$ cat config.mk
export PLATFORM = sky130hd
export DESIGN_NAME = fetch_ctl
export DESIGN_NICKNAME = d
export VERILOG_FILES = /design/src/rtl/fetch_ctl.sv
export SDC_FILE = /design/constraint.sdc
export NUM_CORES = 1
export LEC_CHECK = 0
export ABC_AREA = 0
export CELL_PAD_IN_SITES_DETAIL_PLACEMENT = 0
export CELL_PAD_IN_SITES_GLOBAL_PLACEMENT = 2
export CORE_AREA = 2 2 70 72
export DETAILED_ROUTE_END_ITERATION = 12
export DIE_AREA = 0 0 72 74
export PLACE_DENSITY = 0.84
export SLEW_MARGIN = 5
export SYNTH_ARGS = -nofsm -noshare
export SYNTH_HDL_FRONTEND = slang
export SYNTH_SLANG_ARGS = --single-unit
export TNS_END_PERCENT = 20
$ cat constraint.sdc
create_clock -name clk -period 3.4 [get_ports clk]
set_clock_uncertainty 0.1 [all_clocks]
set_input_delay 1.02 -clock clk [delete_from_list [all_inputs] [get_ports clk]]
set_output_delay 1.02 -clock clk [all_outputs]
set_load 0.02 [all_outputs]
$ cat src/rtl/fetch_ctl.sv
// Fetch sequencing controller: PC/IF-ID enables, flushes and imem request.
// Optional redirect performance counter enabled by FETCH_PERF_CNT_EN.
module fetch_ctl #(
  parameter logic [4:0] HALT_OP      = 5'b00000,
  parameter logic [7:0] IMEM_TIMEOUT = 8'd15
) (
  input  logic        clk,
  input  logic        rst,
  output logic        imem_req,
  input  logic        imem_stall,
  input  logic        imem_done,
  input  logic [15:0] if_inst,
  input  logic        br_ctl,
  input  logic        jump,
  input  logic        hazard_stall,
  input  logic        dmem_stall,
  output logic        pc_en,
  output logic        if_id_en,
  output logic        if_id_flush,
  output logic        id_ex_flush,
  output logic        halt,
  output logic        imem_err,
  output logic [15:0] redirect_cnt
);

  typedef enum logic [2:0] {IDLE, RUN, IMEM_WAIT, DISCARD, HALT} state_t;

  state_t     state, state_nxt;
  logic [7:0] tmo_cnt, tmo_nxt;
  logic       halt_q, halt_nxt;
  logic       err_q, err_nxt;

  logic redirect, op_halt;
  logic run_pc, run_en, run_iff, run_idf, run_halt;
  logic unused_inst_bits;

  assign redirect         = br_ctl | jump;
  assign op_halt          = (if_inst[15:11] == HALT_OP);
  assign unused_inst_bits = ^if_inst[10:0];

  // Shared RUN priority chain without the imem_stall rule; reused by IMEM_WAIT on done.
  always_comb begin
    run_pc   = 1'b0;
    run_en   = 1'b0;
    run_iff  = 1'b0;
    run_idf  = 1'b0;
    run_halt = 1'b0;
    if (dmem_stall) begin
      run_pc = 1'b0;
    end else if (redirect) begin
      run_pc  = 1'b1;
      run_en  = 1'b1;
      run_iff = 1'b1;
    end else if (hazard_stall) begin
      run_idf = 1'b1;
    end else if (op_halt) begin
      run_en   = 1'b1;
      run_halt = 1'b1;
    end else begin
      run_pc = 1'b1;
      run_en = 1'b1;
    end
  end

  always_comb begin
    state_nxt   = state;
    tmo_nxt     = tmo_cnt;
    halt_nxt    = halt_q;
    err_nxt     = err_q;
    imem_req    = 1'b0;
    pc_en       = 1'b0;
    if_id_en    = 1'b0;
    if_id_flush = 1'b0;
    id_ex_flush = 1'b0;
    case (state)
      IDLE: state_nxt = RUN;
      RUN: begin
        imem_req = 1'b1;
        if (imem_stall && !dmem_stall && !redirect) begin
          if_id_en    = 1'b1;
          if_id_flush = 1'b1;
          state_nxt   = IMEM_WAIT;
          tmo_nxt     = 8'd1;
          if (tmo_nxt == IMEM_TIMEOUT) err_nxt = 1'b1;
        end else begin
          pc_en       = run_pc;
          if_id_en    = run_en;
          if_id_flush = run_iff;
          id_ex_flush = run_idf;
          // A redirect racing an outstanding fetch must drop the wrong-path data.
          if (!dmem_stall && redirect && imem_stall) begin
            state_nxt = DISCARD;
          end else if (run_halt) begin
            state_nxt = HALT;
            halt_nxt  = 1'b1;
          end
        end
      end
      IMEM_WAIT: begin
        imem_req = 1'b1;
        if (imem_done) begin
          pc_en       = run_pc;
          if_id_en    = run_en;
          if_id_flush = run_iff;
          id_ex_flush = run_idf;
          tmo_nxt     = '0;
          if (run_halt) begin
            state_nxt = HALT;
            halt_nxt  = 1'b1;
          end else begin
            state_nxt = RUN;
          end
        end else if (imem_stall) begin
          if_id_en    = 1'b1;
          if_id_flush = 1'b1;
          tmo_nxt     = (tmo_cnt == 8'hFF) ? tmo_cnt : tmo_cnt + 8'd1;
          if (tmo_nxt == IMEM_TIMEOUT) err_nxt = 1'b1;
        end
      end
      DISCARD: begin
        if_id_en    = 1'b1;
        if_id_flush = 1'b1;
        if (imem_done) state_nxt = RUN;
      end
      HALT: state_nxt = HALT;
      default: state_nxt = IDLE;
    endcase
  end

  always_ff @(posedge clk or negedge rst) begin
    if (!rst) begin
      state   <= IDLE;
      tmo_cnt <= '0;
      halt_q  <= 1'b0;
      err_q   <= 1'b0;
    end else begin
      state   <= state_nxt;
      tmo_cnt <= tmo_nxt;
      halt_q  <= halt_nxt;
      err_q   <= err_nxt;
    end
  end

  assign halt     = halt_q;
  assign imem_err = err_q;

`ifdef FETCH_PERF_CNT_EN
  logic        redir_take;
  logic [15:0] rc_q;

  assign redir_take = redirect && !dmem_stall &&
                      ((state == RUN) || ((state == IMEM_WAIT) && imem_done));

  always_ff @(posedge clk or negedge rst) begin
    if (!rst)            rc_q <= '0;
    else if (redir_take) rc_q <= rc_q + 16'd1;
  end

  assign redirect_cnt = rc_q;
`else
  assign redirect_cnt = '0;
`endif

endmodule

==> parameters.txt <==
Parameter                              Value

Setup path
  Startpoint of the worst register-to-register path    state[1]$_DFFE_PN0P_
  End of the critical path    if_id_en
  Endpoint required time on the critical path    ~2.3 ns
  R2r endpoint    tmo_cnt[1]$_DFFE_PN0P_
  Crit. Startpoint    br_ctl
  Number of cells on the worst reg-to-reg path    6
  Arrival time of data at the critical path endpoint    about 2.2 ns
  Startpoint class of the critical path    primary input
  Crit path kind    primary input to output port
  Setup slack of the most critical reg-to-reg path    approximately 1.3 ns
  Max FO, Critical Path    2
  Critical path capture point type    output port

Routing
  # DRC    0
  Via density per instance    4.700
  Detail Route Antenna Nets    0
  Iter 0 DRT Violations    between 60 and 70
  Via total after detailed routing    approximately 1000
  Average wire per standard cell    11.99 um
  Total length of routed wires    2674 um
  Initial DRT Pass Iterations    4

Power and ir drop
  Clock group share of total power    between 20% and 30%
  Net Sw Power    between 150 and 200 uW
  Leakage Power    roughly 0.00064 uW
  Peak supply drop    between 0.15 and 0.2 mV
  Internal power consumption    321.1 uW
  Share of total power in combinational logic    32.8%
  Power Total    ~480 uW
  Sequential power share    between 30% and 40%
  Pwr Density    around 340 nW/um^2
  Switching part of the total    33.23%

Die
  # IOs    47
  Core Rows    25
  Initial Util    a little under a quarter
  Total die area    around 5300 sq um
  Die Ht    about 74 um
  Core area    4598 sq um
  Die Wd    roughly 72 um

Final layout
  Footprint of the flip-flops and latches    ~330 sq um
  Area growth syn-to-layout    34.20%
  Number of inserted diodes    0
  Number of nets at the end of the flow    around 200
  Share of layout cells above drive strength 1    18.93%
  Filler cell count in the final layout    490
  Util after Layout    slightly above 30%
  Total area of multi-input combinational cells    633.1 sq um

Hold path
  Type of the most critical hold path    flop to flop
  Instance count along the most critical hold path    2

STA
  Measured slew at the worst slew-check pin    roughly 0.63 ns
  Final Cycle Share    around 99%
  Maximum achievable frequency    just under 300 MHz
  Fin. Hold Viols    0
  Fin crit period    approximately 3.4 ns
  Final setup violation count    0
  Slew Limit Fails    0
  Total negative slack    0 ns
  Slew HR    approximately 58%
  Unrepaired setup endpoints after global routing    no
  Final hold slack    about 0.37 ns

Synth
  Async SR Flop Fraction    100.0%
  Main synth FF type    dfrtp_1
  Post-Syn Instances    approximately 130
  Post-synth EDFFs    0
  Ys Warns    0
  Register area share after synthesis    30.55%
  Flip-flop and latch count after synthesis    13
  Post-synthesis area per instance    about 8.0 sq um
  Cell Area, Synth    about 1100 sq um
  Cell types with the largest area share after synthesis    dfrtp_1 (31%), buf_4 (11%), a21oi_1 (5.6%), nand3_1 (3.3%), nand2b_1 (2.9%)
  Distinct cell type count of the synthesized netlist    41
  Top cell type's share of synthesized area    a little under a third
  Post-synth top area cell    dfrtp_1

CTS
  CTS max path bufs    2
  Clock-pin slew on the worst setup and hold paths    roughly 0.06 ns
  Sinks on Clock Net    13
  Insertion delay of the later-clocked pin in the worst-skew pair    between 0.2 and 0.25 ns
  TritonCTS clock tree    built
  Inserted Clock Buffers    3
  Level count of the clock H-tree    1
  Hold buffer count at CTS    0
  Clock Tree Root    clkbuf_8

Global routing
  Aggregate global routing overflow    0
  Pin count of the biggest net entering global routing    14
  Global-route wire length before repair    approximately 4500 um
  Via count of the first global-routing pass    approximately 1000
  All-layer global routing usage    approximately a tenth
  Antenna violations before repair    0

Placement
  Hpwl dp    ~2000 um
  Final GP Congestion    around 0.77
  Buffers on Ports    19

Flow run
  MaxCap Viol Count    0

Status
  Result of the run    complete, no violations
[metrics by stage]
stage          instance area, sq um  std cells  setup WS (ns)
4_1_cts                        1406        221       -0.07290
5_1_grt                        1429        223       0.005337
6_report                       1429        223        0.04337
3_5_place_dp                   1348        215        -0.5948
2_1_floorplan                  1121        148         0.2997
3_3_place_gp                   1348        215        -0.6140
[registers in the layout, indices dropped and copies added, names as in the netlist]
signal    cells
imem_err      1
tmo_cnt       8
halt          1
state         3
[power groups by stage]
| stage | sequential, uW | combinational [uW] | clock [uW] |
|---|---|---|---|
| 2_1_floorplan | 181 | 105 | 0 |
| 3_3_place_gp | 185 | 156 | 0 |
| 3_5_place_dp | 185 | 156 | 0 |
| 4_1_cts | 182 | 158 | 146 |
| 5_1_grt | 185 | 175 | 154 |
| 6_report | 183 | 158 | 140 |
[area by class of cell]
| type | count | share of cell area [%] |
|---|---|---|
| Tap cell | 54 | 4.729 |
| Inverter | 7 | 1.839 |
| Sequential cell | 13 | 22.77 |
| Clock buffer | 4 | 3.152 |
| Timing Repair Buffer | 38 | 23.20 |
| Multi-Input combinational cell | 107 | 44.31 |
[synth_stat cells (all sizes together), types with 3 or more instances]
library cell and instances:
buf 20, a21oi 13, dfrtp 13, o21ai 9, inv 7, nand2 7
nand3 7, nor2 7, nor3 6, nand2b 5, a31oi 3, nand3b 3
o31ai 3
[logic make-up (layout without fill, tap and decap cells)]
group / count (synthesis) / in the layout / synth area share [%]
compound gates: 40 / 40 / 25.03
xor+xnor: 1 / 1 / 0.8227
fa+ha+maj: 1 / 1 / 1.175
buf+inv: 28 / 49 / 15.98
flops: 13 / 13 / 30.55
mux: 1 / 1 / 0.9401
other cells: 1 / 16 / 0.3522
simple gates: 48 / 48 / 25.15
[critical path: stages]
cell and delay [ns]:
dlygate4sd2_1 0.24, or2_4 0.25, or4_4 0.52, nand3_2 0.09
buf_6 0.11
[cell usage in the layout, fill, tap and decap left out, drive strengths merged, types with 2 or more instances in the layout]
cell type | synthesis | routed
buf | 20 | 23
conb | 1 | 16
dfrtp | 13 | 13
a21oi | 13 | 13
clkdlybuf4s50 | 0 | 10
o21ai | 9 | 9
nor2 | 7 | 7
inv | 7 | 7
nand2 | 7 | 7
nand3 | 7 | 7
nor3 | 6 | 6
nand2b | 5 | 5
clkbuf | 1 | 4
nand3b | 3 | 3
a31oi | 3 | 3
o31ai | 3 | 3
dlymetal6s2s | 0 | 3
nor3b | 2 | 2
and4 | 2 | 2
nand4 | 2 | 2
a211oi | 2 | 2
o41ai | 2 | 2
dlygate4sd2 | 0 | 2
[worst min-delay path by stage]
stage | endpoint | slack, ns | startpoint
after detailed placement | halt$_DFFE_PN0P_ | 0.36 | halt$_DFFE_PN0P_
final | imem_err$_DFFE_PN0P_ | 0.37 | imem_err$_DFFE_PN0P_
after global routing | imem_err$_DFFE_PN0P_ | 0.41 | imem_err$_DFFE_PN0P_
after global placement | halt$_DFFE_PN0P_ | 0.35 | halt$_DFFE_PN0P_
after floorplan | state[2]$_DFFE_PN0P_ | 0.41 | state[0]$_DFFE_PN0P_
after CTS | halt$_DFFE_PN0P_ | 0.38 | halt$_DFFE_PN0P_
[routing by layer]
layer	global-route usage, %	share of wire, %	up-vias
li1	-	-	528
met4	1.048	0.22	0
met1	13.97	49	486
met5	0	0	-
met3	3.388	5.7	2
met2	17.90	45	32
[timing repair]
item / in CTS / in global routing
buffers inserted: 2 / 2
setup endpoints to repair: 4 / 4
pin swaps: 5 / 2
gates resized for setup: 25 / 4
hold endpoints to repair: 0 / 0
No activity file was read; power rests on OpenSTA's default activity.
